<file path="config.mk">
export PLATFORM = sky130hd
export DESIGN_NAME = gcd_unit_flat
export DESIGN_NICKNAME = d
export VERILOG_FILES = /design/src/rtl/gcd_pkg.sv /design/src/rtl/gcd_if.sv /design/src/rtl/gcd_step.sv /design/src/rtl/gcd_unit.sv /design/src/flat_wrapper.sv
export SDC_FILE = /design/constraint.sdc
export NUM_CORES = 1
export LEC_CHECK = 0
export ABC_CLOCK_PERIOD_IN_PS = 3500
export CAP_MARGIN = 20
export CORE_ASPECT_RATIO = 0.9
export CORE_MARGIN = 2
export CORE_UTILIZATION = 35
export DETAILED_ROUTE_END_ITERATION = 8
export DONT_BUFFER_PORTS = 1
export PLACE_DENSITY = 0.53
export SLEW_MARGIN = 40
export SYNTH_ARGS = -nofsm -noshare
export SYNTH_HDL_FRONTEND = slang
export SYNTH_SLANG_ARGS = --single-unit
</file>
<file path="constraint.sdc">
create_clock -name clk -period 3.5 [get_ports clk]
set_input_delay 0.35 -clock clk [delete_from_list [all_inputs] [get_ports clk]]
set_output_delay 0.35 -clock clk [all_outputs]
set_load 0.02 [all_outputs]
</file>
<file path="src/rtl/gcd_pkg.sv">
// gcd_pkg: shared types and sizing helpers for the iterative GCD engine.
// Holds FSM state encoding, algorithm select and the Stein shift width.
package gcd_pkg;

  typedef enum logic [1:0] {
    IDLE = 2'd0,
    CALC = 2'd1,
    DONE = 2'd2
  } state_e;

  typedef enum logic {
    MODE_EUCLID = 1'b0,
    MODE_STEIN  = 1'b1
  } mode_e;

  function automatic int k_width(input int xlen);
    return $clog2(xlen) + 1;
  endfunction

endpackage

</file>
<file path="src/rtl/gcd_if.sv">
// gcd_if: val/rdy request and response channels of the GCD engine.
// master drives requests and consumes responses; slave is the engine.
interface gcd_if #(
  parameter int XLEN  = 16,
  parameter int CNT_W = 8
);

  logic              req_val;
  logic              req_rdy;
  logic [2*XLEN-1:0] req_msg;
  logic              req_mode;
  logic              resp_val;
  logic              resp_rdy;
  logic [XLEN-1:0]   resp_msg;
  logic [CNT_W-1:0]  resp_cycles;

  modport master (
    output req_val, req_msg, req_mode, resp_rdy,
    input  req_rdy, resp_val, resp_msg, resp_cycles
  );

  modport slave (
    input  req_val, req_msg, req_mode, resp_rdy,
    output req_rdy, resp_val, resp_msg, resp_cycles
  );

endinterface

</file>
<file path="src/rtl/gcd_step.sv">
// gcd_step: one combinational iteration of Euclid or Stein GCD.
// Produces next operands, shift count, done flag and final result.
module gcd_step
  import gcd_pkg::*;
#(
  parameter int XLEN = 16,
  parameter int KW   = k_width(XLEN)
) (
  input  mode_e           mode,
  input  logic [XLEN-1:0] a,
  input  logic [XLEN-1:0] b,
  input  logic [KW-1:0]   k,
  output logic [XLEN-1:0] a_nxt,
  output logic [XLEN-1:0] b_nxt,
  output logic [KW-1:0]   k_nxt,
  output logic            done,
  output logic [XLEN-1:0] result
);

  logic [XLEN-1:0] d_ab;
  logic [XLEN-1:0] d_ba;

  assign d_ab = a - b;
  assign d_ba = b - a;

  always_comb begin
    a_nxt  = a;
    b_nxt  = b;
    k_nxt  = k;
    done   = 1'b0;
    result = '0;
    if (mode == MODE_EUCLID) begin
      if (a < b) begin
        a_nxt = b;
        b_nxt = a;
      end else if (b != '0) begin
        a_nxt = d_ab;
      end else begin
        done   = 1'b1;
        result = a;
      end
    end else begin
      // common factors of two are restored by the final shift
      if (a == '0) begin
        done   = 1'b1;
        result = b << k;
      end else if (b == '0) begin
        done   = 1'b1;
        result = a << k;
      end else if (!a[0] && !b[0]) begin
        a_nxt = a >> 1;
        b_nxt = b >> 1;
        k_nxt = k + KW'(1);
      end else if (!a[0]) begin
        a_nxt = a >> 1;
      end else if (!b[0]) begin
        b_nxt = b >> 1;
      end else if (a >= b) begin
        a_nxt = d_ab >> 1;
      end else begin
        b_nxt = d_ba >> 1;
      end
    end
  end

endmodule

</file>
<file path="src/rtl/gcd_unit.sv">
// gcd_unit: iterative GCD engine with Euclid/Stein select and a
// saturating per-result iteration count behind val/rdy channels.
module gcd_unit
  import gcd_pkg::*;
#(
  parameter int XLEN  = 16,
  parameter int CNT_W = 8
) (
  input logic  clk,
  input logic  reset,
  gcd_if.slave io
);

  localparam int KW = k_width(XLEN);
  localparam logic [CNT_W-1:0] CNT_MAX = '1;

  state_e           state;
  mode_e            mode_q;
  logic [XLEN-1:0]  a_q;
  logic [XLEN-1:0]  b_q;
  logic [KW-1:0]    k_q;
  logic [CNT_W-1:0] cnt_q;
  logic [CNT_W-1:0] cnt_inc;
  logic [XLEN-1:0]  res_q;
  logic [CNT_W-1:0] cyc_q;

  logic [XLEN-1:0]  a_nxt;
  logic [XLEN-1:0]  b_nxt;
  logic [KW-1:0]    k_nxt;
  logic             done;
  logic [XLEN-1:0]  result;

  gcd_step #(
    .XLEN (XLEN),
    .KW   (KW)
  ) u_step (
    .mode   (mode_q),
    .a      (a_q),
    .b      (b_q),
    .k      (k_q),
    .a_nxt  (a_nxt),
    .b_nxt  (b_nxt),
    .k_nxt  (k_nxt),
    .done   (done),
    .result (result)
  );

  assign cnt_inc = (cnt_q == CNT_MAX) ? cnt_q
                 : cnt_q + CNT_W'(1);

  assign io.req_rdy     = (state == IDLE);
  assign io.resp_val    = (state == DONE);
  assign io.resp_msg    = res_q;
  assign io.resp_cycles = cyc_q;

  always_ff @(posedge clk) begin
    if (reset) begin
      state  <= IDLE;
      mode_q <= MODE_EUCLID;
      a_q    <= '0;
      b_q    <= '0;
      k_q    <= '0;
      cnt_q  <= '0;
      res_q  <= '0;
      cyc_q  <= '0;
    end else begin
      unique case (state)
        IDLE: begin
          if (io.req_val) begin
            a_q    <= io.req_msg[2*XLEN-1:XLEN];
            b_q    <= io.req_msg[XLEN-1:0];
            mode_q <= mode_e'(io.req_mode);
            k_q    <= '0;
            cnt_q  <= '0;
            state  <= CALC;
          end
        end
        CALC: begin
          a_q   <= a_nxt;
          b_q   <= b_nxt;
          k_q   <= k_nxt;
          cnt_q <= cnt_inc;
          if (done) begin
            res_q <= result;
            cyc_q <= cnt_inc;
            state <= DONE;
          end
        end
        DONE: begin
          if (io.resp_rdy) state <= IDLE;
        end
        default: state <= IDLE;
      endcase
    end
  end

endmodule

</file>
<file path="src/flat_wrapper.sv">
// flat-port wrapper written by rule: the top's interface ports become plain ports
module gcd_unit_flat import gcd_pkg::*;
#(
  parameter int XLEN  = 16,
  parameter int CNT_W = 8
)
  (clk, reset, io_req_val, io_req_msg, io_req_mode, io_resp_rdy, io_req_rdy, io_resp_val, io_resp_msg, io_resp_cycles);
  gcd_if #(.XLEN(XLEN), .CNT_W(CNT_W)) io_i ();
  input logic clk;
  input logic reset;
  input wire logic [$bits(io_i.req_val)-1:0] io_req_val;
  input wire logic [$bits(io_i.req_msg)-1:0] io_req_msg;
  input wire logic [$bits(io_i.req_mode)-1:0] io_req_mode;
  input wire logic [$bits(io_i.resp_rdy)-1:0] io_resp_rdy;
  output wire logic [$bits(io_i.req_rdy)-1:0] io_req_rdy;
  output wire logic [$bits(io_i.resp_val)-1:0] io_resp_val;
  output wire logic [$bits(io_i.resp_msg)-1:0] io_resp_msg;
  output wire logic [$bits(io_i.resp_cycles)-1:0] io_resp_cycles;
  assign io_i.req_val = io_req_val;
  assign io_i.req_msg = io_req_msg;
  assign io_i.req_mode = io_req_mode;
  assign io_i.resp_rdy = io_resp_rdy;
  assign io_req_rdy = io_i.req_rdy;
  assign io_resp_val = io_i.resp_val;
  assign io_resp_msg = io_i.resp_msg;
  assign io_resp_cycles = io_i.resp_cycles;
  gcd_unit #(.XLEN(XLEN), .CNT_W(CNT_W)) u_core (.clk(clk), .reset(reset), .io(io_i));
endmodule
</file>
-- Word level (Yosys, flattened, before mapping)
Index checks and enable logic that the tools add are counted.
- logic and storage cells: 97
- output and inout bits: 26
- bits in registers: 72
- input bits: 37
- eq/ne operators: 18
- mux-type cells: 44
- $add $sub $neg: 4
- $lt $le $gt $ge: 2
- shift-type cells: 2
- reduce and logical (&&, ||, !) cells: 17
- operators by type and width (operator ; number):
    $mux 16 ; 24
    $pmux 16 s2 ; 2
    $logic_not 16->1 ; 2
    $shl 16x5->16 ; 2
    $sub 16x16->16 ; 2
    $mux 5 ; 5
    $ge 16x16->1 ; 1
    $lt 16x16->1 ; 1
    $mux 8 ; 2
    $pmux 8 s2 ; 1
    $reduce_bool 16->1 ; 1
    $ne 5x5->1 const B ; 3
    $reduce_and 7->1 ; 2
    $reduce_and 6->1 ; 2
    $ne 2x2->1 const B ; 5
    $pmux 5 s2 ; 1
    $add 8x1->8 const B ; 1
    $eq 8x8->1 const B ; 1
    $mux 2 ; 3
    $ne 3x3->1 const B ; 2
    $pmux 2 s3 ; 1
    $reduce_and 2->1 ; 3
    $add 5x1->5 const B ; 1
    $mux 1 ; 5
    12 further kinds ; 14

-- Depth between registers and ports, before layout
Gate-level depths: netlist (run 1).
- depth after elaboration: 9
- mapped depth: 14
- depth with buffers taken out: 12

-- Cells and area by module
From an unflattened synthesis (run 1), not the netlist that was laid out.
- cells, all modules: 1054
- area, all modules: 7314.5 sq um
- modules (own cells, without submodules) (module ; cells an instance ; instances ; area each (sq um) ; seq. area each (sq um)):
    gcd_step ; 676 ; 1 ; 4302.9 ; 0.0
    gcd_unit ; 378 ; 1 ; 3011.6 ; 1441.4

-- Worst setup path before layout (run 1)
No wires, ideal clock.
- path type: flip-flop to flip-flop
- start: reg u_core.a_q[0]
- end: reg u_core.b_q[2]
- library setup time: 95 ps
- stages on the path, launching flop included: 15
- arrival time: 2987 ps
- path buffers: 3
- clock period less this slack: 3083 ps
- data required time: 3405 ps
- path slack: 417 ps
- cell sequence: dfxtp_1 clkbuf_1 inv_1 ha_1 fa_1 nand2b_1 a21oi_1 o211a_4 o21ai_2 o211ai_1 a31o_2 buf_2 buf_2 a21oi_1 a221oi_1
- cells in the longest elaborated chain, start to end: 9
- elaborated cells between the ends (all ways): 19
- classes of those cells: add/sub: 1; order compare: 2; eq/ne: 4; mux: 8; reduce/logical: 4
- ends and longest elaborated chain (item ; line ; text):
    start, declared ; gcd_unit.sv:19 ; logic [XLEN-1:0] a_q;
    start signal, assigned ; gcd_unit.sv:70 ; a_q <= io.req_msg[2*XLEN-1:XLEN];
    start signal, assigned ; gcd_unit.sv:79 ; a_q <= a_nxt;
    $sub 16x16->16 ; gcd_step.sv:24 ; assign d_ba = b - a;
    $mux 16 ; gcd_step.sv:58 ; end else if (a >= b) begin
    $mux 16 ; gcd_step.sv:56 ; end else if (!b[0]) begin
    $mux 16 ; gcd_step.sv:54 ; end else if (!a[0]) begin
    $mux 16 ; gcd_step.sv:50 ; end else if (!a[0] && !b[0]) begin
    $mux 16 ; gcd_step.sv:47 ; end else if (b == '0) begin
    $mux 16 ; gcd_step.sv:44 ; if (a == '0) begin
    $mux 16 ; gcd_step.sv:32 ; if (mode == MODE_EUCLID) begin
    $pmux 16 s2 ; gcd_unit.sv:67 ; unique case (state)
    end signal, assigned ; gcd_unit.sv:71 ; b_q <= io.req_msg[XLEN-1:0];
    end signal, assigned ; gcd_unit.sv:80 ; b_q <= b_nxt;
    end, declared ; gcd_unit.sv:20 ; logic [XLEN-1:0] b_q;
Several ways; a longest one is shown, not always the timed one. The select of a mux whose other input is x is not followed.
A chain may end at the register's enable or synchronous reset.

-- Worst setup path after layout (run 1)
- start: reg u_core.b_q[4]
- end: reg u_core.b_q[13]
- cells in the longest elaborated chain, start to end: 9
- elaborated cells between the ends (all ways): 16
- classes of those cells: add/sub: 1; order compare: 2; eq/ne: 3; mux: 8; reduce/logical: 2
- ends and longest elaborated chain (item ; line):
    $sub 16x16->16 ; gcd_step.sv:24
    $mux 16 ; gcd_step.sv:58
    $mux 16 ; gcd_step.sv:56
    $mux 16 ; gcd_step.sv:54
    $mux 16 ; gcd_step.sv:50
    $mux 16 ; gcd_step.sv:47
    $mux 16 ; gcd_step.sv:44
    $mux 16 ; gcd_step.sv:32
    $pmux 16 s2 ; gcd_unit.sv:67
Several ways; a longest one is shown, not always the timed one. The select of a mux whose other input is x is not followed.

==> metrics.md, run 1 <==
| Metric | Value |
|---|---|
| Initial DRT Pass Iterations | 6 |
| Average size of a mapped cell | approximately 7.4 sq um |
| Initial Util | 0.357 |
| HP Start | reset |
| Top cell type's share of synthesized area | 0.220 |
| Fill cells | slightly below 2000 |
| Critical path startpoint | u_core.b_q[4] |
| Crit-path cells | inv_1, ha_1, a21o_1, or3_4, o211a_4, o21ai_4, o211ai_1, a31o_2, or4_1, o311ai_0 |
| Layout cells sized above 1 | 0.128 |
| Number of buffers created by CTS | 9 |
| Area growth syn-to-layout | 12.9% |
| Met3 WL | between 2000 and 2500 um |
| R2R Path Start | u_core.b_q[4] |
| PwrDens | approximately 530 nW/um^2 |
| Post-layout net count | roughly 960 |
| Period Utilization, post-route | 0.969 |
| Max-Cap Viols | 0 |
| Outcome | finished, final reports clean |
| Clock transition at the registers of the reported paths | 60 ps |
| Die area | around 20000 sq um |
| Post-synth ARST share | 0 |
| Highest-delay cell along the critical path | or4_1 |
| Clock sinks | a little over 70 |
| Port-buffer cells | 0 |
| Vias in the first global route | 6655 |
| Vias per cell | approximately 6.1 |
| Worst slew pin tran | 850 ps |
| First-pass GRT wire length | roughly 39000 um |
| Peak VDD IR | ~250 uV |
| Post-DP HPWL | approximately 18000 um |
| Post-DR wirelength/cell | roughly 22 um |
| Max-slew violations | 0 |
| Core area | 18300 sq um |
| Kind of critical path | reg -> reg |
| Worst stage delay on the critical path | around 530 ps |
| Met2 WL | between 10000 and 15000 um |
| Worst Skew | ~8.6 ps |
| Tmin final | approximately 3400 ps |
| Global Route Usage Sum | 0.252 |
| Row count | between 40 and 50 |
| Post-Route Setup TNS | 0 ps |
| Worst-Skew Late Latency | around 350 ps |
| Routed via count | between 6000 and 7000 |
| EDFF count, synth | 0 |
| Root Buffer | clkbuf_16 |
| Remaining global-route overflow | 0 |
| Commonest non-fill, non-tap cells in the layout | nor2_1 (120), a21oi_1 (71), dfxtp_1 (68) |
| CTS max path bufs | 2 |
| Die span in y | around 130 um |
| Fmax | 295 MHz |
| Critical Path End Type | flip-flop |
| Syn_nets | just under 1000 |
| Crit path DAT | approximately 3600 ps |
| Hold WC Path Type | in -> reg |
| CTS tree | built |
| Top_reg_cell synth | dfxtp_1 |
| RSZ-0062 raised after global routing | no |
| Worst setup SP type | flip-flop |
| GP Congestion | 0.951 |
| Setup-failing EPs final | 0 |
| Max FO, Critical Path | 11 |
| Sequential area share after synthesis | 0.220 |
| H-tree Lvls | 3 |
| Initial antenna violation count | 1 |
| Fin. Hold Viols | 0 |
| Top Metal Used | met4 |
| Largest cells by area after synthesis | dfxtp_1 (22%), nor2_1 (6.9%), ha_1 (6.5%) |
| Total Routed Length | roughly 25000 um |
| DRC Markers | 0 |
| Yosys cell types | slightly above 70 |
| Final ANT Viol Nets | 0 |
| Number of synthesized register bits | between 70 and 80 |
| Leakage | around 2.7 nW |
| Ys Warns | 0 |
| Post-Syn Area | between 6000 and 7000 sq um |
| WL met1 | between 10000 and 15000 um |
| Worst EP required | around 3700 ps |
| Iter 0 DRT Violations | 797 |
| Slew HR | 0.433 |
| IO Pins | 63 |
| Die width | 148 um |
| Commonest non-fill, non-tap cell in the layout | nor2_1 |
| Synth area leader | dfxtp_1 |
| Largest net degree at the start of global routing | 76 |
| Layout Utilization | 0.403 |
| Cells after Synth | 889 |
| Post-CTS setup buffers | 0 |
[what timing repair did]
action | in CTS | in global routing
endpoints found under the setup margin | 0 | 20
gates resized for setup | 0 | 7
hold buffers | 0 | 0
[Yosys cell counts, drive strengths merged (7+ instances only)]
cell	instances
nor2	121
a21oi	74
dfxtp	72
nand2	64
clkbuf	50
a211oi	46
o21ai	45
inv	37
ha	34
mux2i	27
nor3	27
nand3	26
a221oi	23
buf	23
xnor2	22
o211ai	15
a21o	12
nand2b	12
xor2	12
a31oi	11
nand4	11
nor4	11
mux2	8
o21a	8
a311oi	7
[path summary, 6_finish.rpt]
path,endpoint,slack [ps],cells past startpoint
worst max register to register,u_core.b_q[13],110,10
worst min register to register,u_core.b_q[15],490,2
worst min-delay path,u_core.b_q[15],80,1
worst max-delay path,u_core.b_q[13],110,10
[through the flow]
stage,hold WS (ps),power [mW],std cells,cell area (sq um),setup slack [ps]
2_1_floorplan,471,2.25,889,6540,417
3_3_place_gp,428,2.85,1125,7040,146
3_5_place_dp,426,2.83,1125,7040,114
4_1_cts,59.5,3.89,1141,7370,90.0
5_1_grt,65.1,4.15,1141,7380,2.33
6_report,78.2,3.93,1142,7390,107
[state kept, by name (all words and copies together) (netlist names)]
register               count
u_core.b_q                16
u_core.k_q                 5
u_core.cnt_q               8
u_core.a_q                16
u_core.state               2
u_core.io.resp_cycles      8
u_core.mode_q              1
u_core.io.resp_msg        16
[cell type report]
class	instances	area, sq um	area share
inverters	38	143	0.0193
diodes	1	2.50	0.000339
clock buffers	10	239	0.0324
repair buffers	64	493	0.0667
multi-input cells	706	4670	0.632
well taps	245	307	0.0415
flip-flops and latches	72	1450	0.196
clock inverters	6	91.3	0.0124
[cells by family after synthesis]
logic type,count (synthesis),synth area share
fa+ha+maj,36,0.0711
mux,37,0.0620
simple gates,301,0.210
flops,72,0.220
compound gates,298,0.321
xor+xnor,34,0.0455
buf+inv,111,0.0698
[where the power goes]
part           internal [mW]  switching (mW)  total, mW  leakage [nW]
Clock                  0.648           0.397       1.04         0.163
Sequential             0.878          0.0594      0.938         0.590
Combinational          0.774            1.17       1.95          1.94
[worst max-delay path: cells and delay by family, from the launching register on]
kind / cells / cell delay [ps]
simple gates: 2 / 890
flops: 1 / 470
compound gates: 6 / 1470
fa+ha+maj: 1 / 290
buf+inv: 1 / 140
[routing by layer]
metal | track usage | up-vias
li1 | - | 3311
met1 | 0.334 | 3261
met2 | 0.388 | 324
met3 | 0.0678 | 50
met4 | 0.0979 | 0
met5 | 0 | -
Note: power is estimated with default switching activity, not from simulation.
==> run 2, diff against run 1 <==
ABC_CLOCK_PERIOD_IN_PS = unset   (was 3500)
==> results of run 2 <==
Same layout as run 1: the final DEF is identical, and so are final timing and power.
